**config.mk**
```make
export PLATFORM = sky130hd
export DESIGN_NAME = mips_multicycle_control
export DESIGN_NICKNAME = d
export VERILOG_FILES = /design/src/rtl/mips_multicycle_control.sv
export SDC_FILE = /design/constraint.sdc
export NUM_CORES = 1
export LEC_CHECK = 0
export CAP_MARGIN = 20
export CORE_MARGIN = 3
export CORE_UTILIZATION = 48
export DETAILED_ROUTE_END_ITERATION = 7
export GPL_ROUTABILITY_DRIVEN = 0
export PLACE_DENSITY_LB_ADDON = 0.1
export REMOVE_ABC_BUFFERS = 1
export SLEW_MARGIN = 20
export SYNTH_ARGS = -nofsm -noshare
export SYNTH_HDL_FRONTEND = slang
export SYNTH_SLANG_ARGS = --single-unit
export TNS_END_PERCENT = 1
```
**constraint.sdc**
```tcl
create_clock -name clk -period 3.13 [get_ports clk]
set_clock_uncertainty 0.2 [all_clocks]
set_input_delay 0.939 -clock clk [delete_from_list [all_inputs] [get_ports clk]]
set_output_delay 0.939 -clock clk [all_outputs]
set_load 0.02 [all_outputs]
```
**src/rtl/mips_multicycle_control.sv**
```systemverilog
// Control FSM for the shared multi-cycle MIPS datapath: sequences fetch/decode/execute/
// memory/write-back, stalls on mem_ready, counts retirements and traps unsupported opcodes.
module mips_multicycle_control (
    input  logic        clk,
    input  logic        reset,
    input  logic [5:0]  opcode,
    input  logic [5:0]  funct,
    input  logic        zero,
    input  logic        mem_ready,
    output logic        pc_en,
    output logic        iord,
    output logic        mem_read,
    output logic        mem_write,
    output logic        ir_write,
    output logic        reg_write,
    output logic        reg_dst,
    output logic        mem_to_reg,
    output logic        alu_src_a,
    output logic [1:0]  alu_src_b,
    output logic [2:0]  alu_ctrl,
    output logic [1:0]  pc_src,
    output logic        ext_zero,
    output logic [3:0]  state,
    output logic        retired,
    output logic [31:0] inst_count,
    output logic        illegal
);

    typedef enum logic [3:0] {
        FETCH    = 4'd0,
        DECODE   = 4'd1,
        MEMADR   = 4'd2,
        MEMRD    = 4'd3,
        MEMWB    = 4'd4,
        MEMWR    = 4'd5,
        RTYPE_EX = 4'd6,
        ALU_WB   = 4'd7,
        BEQ_EX   = 4'd8,
        IMM_EX   = 4'd9,
        J_EX     = 4'd10,
        TRAP     = 4'd11
    } state_t;

    typedef enum logic [2:0] {
        CLS_RTYPE,
        CLS_LW,
        CLS_SW,
        CLS_BEQ,
        CLS_ADDI,
        CLS_ANDI,
        CLS_ORI,
        CLS_J
    } op_class_t;

    localparam logic [5:0] OP_RTYPE = 6'b000000;
    localparam logic [5:0] OP_LW    = 6'b100011;
    localparam logic [5:0] OP_SW    = 6'b101011;
    localparam logic [5:0] OP_BEQ   = 6'b000100;
    localparam logic [5:0] OP_ADDI  = 6'b001000;
    localparam logic [5:0] OP_ANDI  = 6'b001100;
    localparam logic [5:0] OP_ORI   = 6'b001101;
    localparam logic [5:0] OP_J     = 6'b000010;

    localparam logic [5:0] FN_ADD = 6'b100000;
    localparam logic [5:0] FN_SUB = 6'b100010;
    localparam logic [5:0] FN_AND = 6'b100100;
    localparam logic [5:0] FN_OR  = 6'b100101;
    localparam logic [5:0] FN_SLT = 6'b101010;

    localparam logic [2:0] ALU_ADD = 3'b010;
    localparam logic [2:0] ALU_SUB = 3'b110;
    localparam logic [2:0] ALU_AND = 3'b000;
    localparam logic [2:0] ALU_OR  = 3'b001;
    localparam logic [2:0] ALU_SLT = 3'b111;

    state_t    state_q, state_d;
    op_class_t op_class_q, dec_class;
    logic      dec_legal;
    logic [2:0] rtype_ctrl;

    logic pc_write, branch;
    logic mem_read_raw, mem_write_raw, ir_write_raw, reg_write_raw, retired_raw;

    // Instruction decode: classify the opcode and reject anything outside the supported set.
    always_comb begin
        dec_class = CLS_RTYPE;
        dec_legal = 1'b1;
        case (opcode)
            OP_RTYPE: begin
                case (funct)
                    FN_ADD, FN_SUB, FN_AND, FN_OR, FN_SLT: dec_legal = 1'b1;
                    default:                               dec_legal = 1'b0;
                endcase
            end
            OP_LW:   dec_class = CLS_LW;
            OP_SW:   dec_class = CLS_SW;
            OP_BEQ:  dec_class = CLS_BEQ;
            OP_ADDI: dec_class = CLS_ADDI;
            OP_ANDI: dec_class = CLS_ANDI;
            OP_ORI:  dec_class = CLS_ORI;
            OP_J:    dec_class = CLS_J;
            default: dec_legal = 1'b0;
        endcase
    end

    always_comb begin
        case (funct)
            FN_SUB:  rtype_ctrl = ALU_SUB;
            FN_AND:  rtype_ctrl = ALU_AND;
            FN_OR:   rtype_ctrl = ALU_OR;
            FN_SLT:  rtype_ctrl = ALU_SLT;
            default: rtype_ctrl = ALU_ADD;
        endcase
    end

    // Next-state and raw control outputs; strobes are gated by reset further down.
    always_comb begin
        state_d       = state_q;
        pc_write      = 1'b0;
        branch        = 1'b0;
        iord          = 1'b0;
        mem_read_raw  = 1'b0;
        mem_write_raw = 1'b0;
        ir_write_raw  = 1'b0;
        reg_write_raw = 1'b0;
        retired_raw   = 1'b0;
        reg_dst       = 1'b0;
        mem_to_reg    = 1'b0;
        alu_src_a     = 1'b0;
        alu_src_b     = 2'b00;
        alu_ctrl      = ALU_ADD;
        pc_src        = 2'b00;
        ext_zero      = 1'b0;

        case (state_q)
            FETCH: begin
                mem_read_raw = 1'b1;
                alu_src_b    = 2'b01;
                if (mem_ready) begin
                    ir_write_raw = 1'b1;
                    pc_write     = 1'b1;
                    state_d      = DECODE;
                end
            end
            DECODE: begin
                alu_src_b = 2'b11;
                if (!dec_legal) begin
                    state_d = TRAP;
                end else begin
                    case (dec_class)
                        CLS_LW, CLS_SW:               state_d = MEMADR;
                        CLS_RTYPE:                    state_d = RTYPE_EX;
                        CLS_BEQ:                      state_d = BEQ_EX;
                        CLS_ADDI, CLS_ANDI, CLS_ORI:  state_d = IMM_EX;
                        default:                      state_d = J_EX;
                    endcase
                end
            end
            MEMADR: begin
                alu_src_a = 1'b1;
                alu_src_b = 2'b10;
                state_d   = (op_class_q == CLS_SW) ? MEMWR : MEMRD;
            end
            MEMRD: begin
                mem_read_raw = 1'b1;
                iord         = 1'b1;
                if (mem_ready) state_d = MEMWB;
            end
            MEMWB: begin
                reg_write_raw = 1'b1;
                mem_to_reg    = 1'b1;
                retired_raw   = 1'b1;
                state_d       = FETCH;
            end
            MEMWR: begin
                mem_write_raw = 1'b1;
                iord          = 1'b1;
                if (mem_ready) begin
                    retired_raw = 1'b1;
                    state_d     = FETCH;
                end
            end
            RTYPE_EX: begin
                alu_src_a = 1'b1;
                alu_ctrl  = rtype_ctrl;
                state_d   = ALU_WB;
            end
            ALU_WB: begin
                reg_write_raw = 1'b1;
                reg_dst       = (op_class_q == CLS_RTYPE);
                retired_raw   = 1'b1;
                state_d       = FETCH;
            end
            BEQ_EX: begin
                alu_src_a   = 1'b1;
                alu_ctrl    = ALU_SUB;
                branch      = 1'b1;
                pc_src      = 2'b01;
                retired_raw = 1'b1;
                state_d     = FETCH;
            end
            IMM_EX: begin
                alu_src_a = 1'b1;
                alu_src_b = 2'b10;
                case (op_class_q)
                    CLS_ANDI: begin
                        alu_ctrl = ALU_AND;
                        ext_zero = 1'b1;
                    end
                    CLS_ORI: begin
                        alu_ctrl = ALU_OR;
                        ext_zero = 1'b1;
                    end
                    default: alu_ctrl = ALU_ADD;
                endcase
                state_d = ALU_WB;
            end
            J_EX: begin
                pc_write    = 1'b1;
                pc_src      = 2'b10;
                retired_raw = 1'b1;
                state_d     = FETCH;
            end
            TRAP:    state_d = TRAP;
            default: state_d = FETCH;
        endcase
    end

    // The opcode class is captured while leaving DECODE so later states need not rely on the IR.
    always_ff @(posedge clk) begin
        if (!reset) begin
            state_q    <= FETCH;
            op_class_q <= CLS_RTYPE;
            inst_count <= 32'd0;
            illegal    <= 1'b0;
        end else begin
            state_q <= state_d;
            if (state_q == DECODE) op_class_q <= dec_class;
            if (retired_raw) inst_count <= inst_count + 32'd1;
            if (state_d == TRAP) illegal <= 1'b1;
        end
    end

    assign pc_en     = reset & (pc_write | (branch & zero));
    assign mem_read  = reset & mem_read_raw;
    assign mem_write = reset & mem_write_raw;
    assign ir_write  = reset & ir_write_raw;
    assign reg_write = reset & reg_write_raw;
    assign retired   = reset & retired_raw;
    assign state     = state_q;

endmodule
```
==> key figures <==
Outcome
  – Outcome: finished with violations
  – Violated checks: setup timing

Power and ir drop
  – Static leakage: 1.27 nW
  – Power Total: 1.83 mW
  – Maximum resistive drop on vdd: 0.426 mV
  – PwrDens: 530 nW/um2

Floorplan
  – Initial Utilization: 50.5%
  – Area of the die: 5960 um2
  – Die Span X: 77.2 um
  – Site row count: 25
  – Die span in y: 77.2 um
  – Core box area: 4820 um2
  – Number of top-level pins: 71

Worst setup path
  – Highest net fanout along the worst path: 2
  – Class of the most critical setup path: primary input to output pin
  – CP Capture Type: output pin
  – Worst setup path endpoint: alu_ctrl[0]
  – Req. time, crit path: 1.99 ns
  – First element of the critical path: funct[0]
  – Depth of the most critical reg-to-reg path: 5
  – Startpoint types: primary input
  – Slack of the worst reg-to-reg path: 0.80 ns
  – Origin of the critical flop-to-flop path: inst_count[4]
  – Worst Path Arrival: 2.01 ns
  – Endpoint of the lowest-slack register-to-register path: inst_count[25]

Logic synthesis
  – Largest cells by area after synthesis: dfxtp_1 (33%), nor2_1 (7.4%), xnor2_1 (6.8%)
  – Adder-cell share of the synthesized area: 0.514%
  – Cell taking the most area after synthesis: dfxtp_1
  – Portion of synthesized cell area occupied by the leading cell type: 32.9%
  – Mapped Area: 2430 um2
  – Post-synthesis compound-gate area fraction: 12.9%
  – Number of flops mapped to enable cells by yosys: 0
  – Sequential fraction of the synthesis area: 32.9%
  – Number of warnings issued by yosys: 0
  – Async S/R FF share, synth: 0%
  – Flip-flop cell with the highest count after synthesis: dfxtp_1
  – Average cell area after synthesis: 7.98 um2
  – Basic-gate share of the synthesized area counting and, or, nand and nor cells: 38.0%
  – Distinct cells, synth: 48
  – Instance count of the mapped netlist: 305
  – Xor and xnor fraction of the mapped netlist area: 10.4%
  – Multiplexer share of the synthesized area: 0.823%
  – Combinational family with the most area after synthesis: simple AND/OR/NAND/NOR gates
  – Yosys reg bits: 40

Clocking
  – CTS hold repair buffers: 0
  – Count of buffers added by post-CTS timing repair for setup: 0
  – Depth of the CTS H-tree: 2
  – Clock tree sinks: 40
  – Clock-pin slew reported for the worst setup and hold paths after clock tree synthesis: 0.08 ns
  – Buffer cell driving the clock tree root: clkbuf_8
  – CTS buffer count: 5
  – Clock latency of the later-clocked register in the worst-skew pair: 0.30 ns
  – Clock tree from TritonCTS: built
  – Number of buffers on the longest clock path: 2

STA
  – Slew at the pin with the worst max-slew slack: 0.586 ns
  – Post-layout worst setup margin: -0.0211 ns
  – Unrepaired setup endpoints after global routing: true
  – Final cycle utilization of the critical path: 101%
  – Number of pins with negative max-slew slack in the final report: 0
  – Maximum clock rate: 317 MHz
  – Setup-failing EPs final: 1
  – Worst hold slack after final layout: 0.294 ns
  – Setup TNS: -0.0211 ns
  – Hold Vio Cnt, Final: 0
  – Final min period: 3.15 ns
  – Relative slew margins: 60.5%

Finish
  – Number of fill cells in the layout: 421
  – Fraction of layout instances using a drive strength above 1: 16.6%
  – Inserted Diodes: 0
  – Share of the core filled with cells in the final layout: 71.7%
  – Most frequent standard cell in the layout excluding fill and tap cells: clkdlybuf4s50_1
  – Number of nets in the layout: 407
  – Top library cells by usage in the layout, fill and taps aside: clkdlybuf4s50_1 (51), nor2_1 (48), dfxtp_1 (37)
  – Area delta synth->final: 42.0%

Global routing
  – Initial antenna violation count: 0
  – Remaining global-route overflow: 0
  – Wire length of the first global-routing pass: 11.1 mm
  – Pin count of the biggest net entering global routing: 36
  – Tot GR Track Use: 22.3%
  – Via count of the first global-routing pass: 2390

Detailed routing
  – Total iterations of the first detailed-routing run: 4
  – Via count: 2556
  – Antenna violation net count after detailed routing: 0
  – Highest signal layer in the routed design: met4
  – WL met3: 335 um
  – WL met2: 3.08 mm
  – DRC violation count after routing: 0
  – Metal-1 WL: 3.06 mm
  – Avg Vias per Cell: 5.58
  – Drt total wl: 6.55 mm
  – Detailed router's first-iteration violation count: 165
  – WL per Instance: 14.3 um

Flow run
  – Max-cap check violation count: 0

Place
  – Setup slack at placement: -0.596 ns
  – # port buffers: 70
  – HPWL after DPL: 4.78 mm

Worst hold path
  – Kind of path behind the tightest hold check: register to register
  – Number of stages on the worst hold path: 2
-- power by group --
| part | switching [mW] | internal (mW) |
|---|---|---|
| clock network | 0.184 | 0.281 |
| registers | 0.0491 | 0.541 |
| logic | 0.439 | 0.337 |
-- routing by layer --
metal,track usage (%),up-vias
li1,-,1264
met1,30.7,1203
met2,35.6,80
met3,5.16,9
met4,4.80,0
met5,0,-
-- stage by stage --
step,cell area (um2),instances
after global placement,3330,450
final,3450,458
after detailed placement,3330,450
after global routing,3450,458
after CTS,3440,458
after floorplan,2340,286
-- worst min path at each step --
stage	slack [ns]	start	end
final	0.29	illegal	illegal
after floorplan	0.26	op_class_q[2]	op_class_q[2]
after CTS	0.29	illegal	illegal
after global routing	0.33	op_class_q[2]	op_class_q[2]
after detailed placement	0.28	illegal	illegal
after global placement	0.25	illegal	illegal
-- cell usage after synthesis (8+ instances only) --
master	count
clkbuf_1	11
nand2b_1	8
nand3_1	8
xnor2_1	19
a21oi_1	14
nor3_1	18
nand4_1	11
nand2_1	23
nor2_1	48
o21ai_0	9
xor2_1	10
dfxtp_1	40
-- final cells by class --
class	count	area, um2	area share [%]
Clock inverter	1	30.0	0.869
Timing Repair Buffer	97	878	25.4
Clock buffer	7	96.3	2.79
Sequential cell	40	805	23.3
Multi-Input combinational cell	242	1550	44.8
Tap cell	67	83.8	2.43
Inverter	4	15.0	0.435
-- logic make-up (layout without fill, tap and decap cells) --
logic type,after synthesis,in the layout
compound gates,47,47
xor+xnor,29,29
fa+ha+maj,1,1
buf+inv,23,109
flops,40,40
mux,2,2
simple gates,163,163
-- critical path: stages --
cell             delay (ns)
clkdlybuf4s50_1        0.45
nor3b_2                0.23
a22oi_1                0.09
o22ai_1                0.14
buf_4                  0.17
-- registers in the layout, summed over array words and instances (netlist names) --
name	count
illegal	1
state	4
inst_count	32
op_class_q	3
-- what timing repair did --
item | 4_1_cts | 5_1_grt
pin swaps | 0 | 3
endpoints found under the setup margin | 14 | 9
endpoints found under the hold margin | 0 | 0
gates resized for setup | 49 | 8
Power figures use the tool's default switching activity.
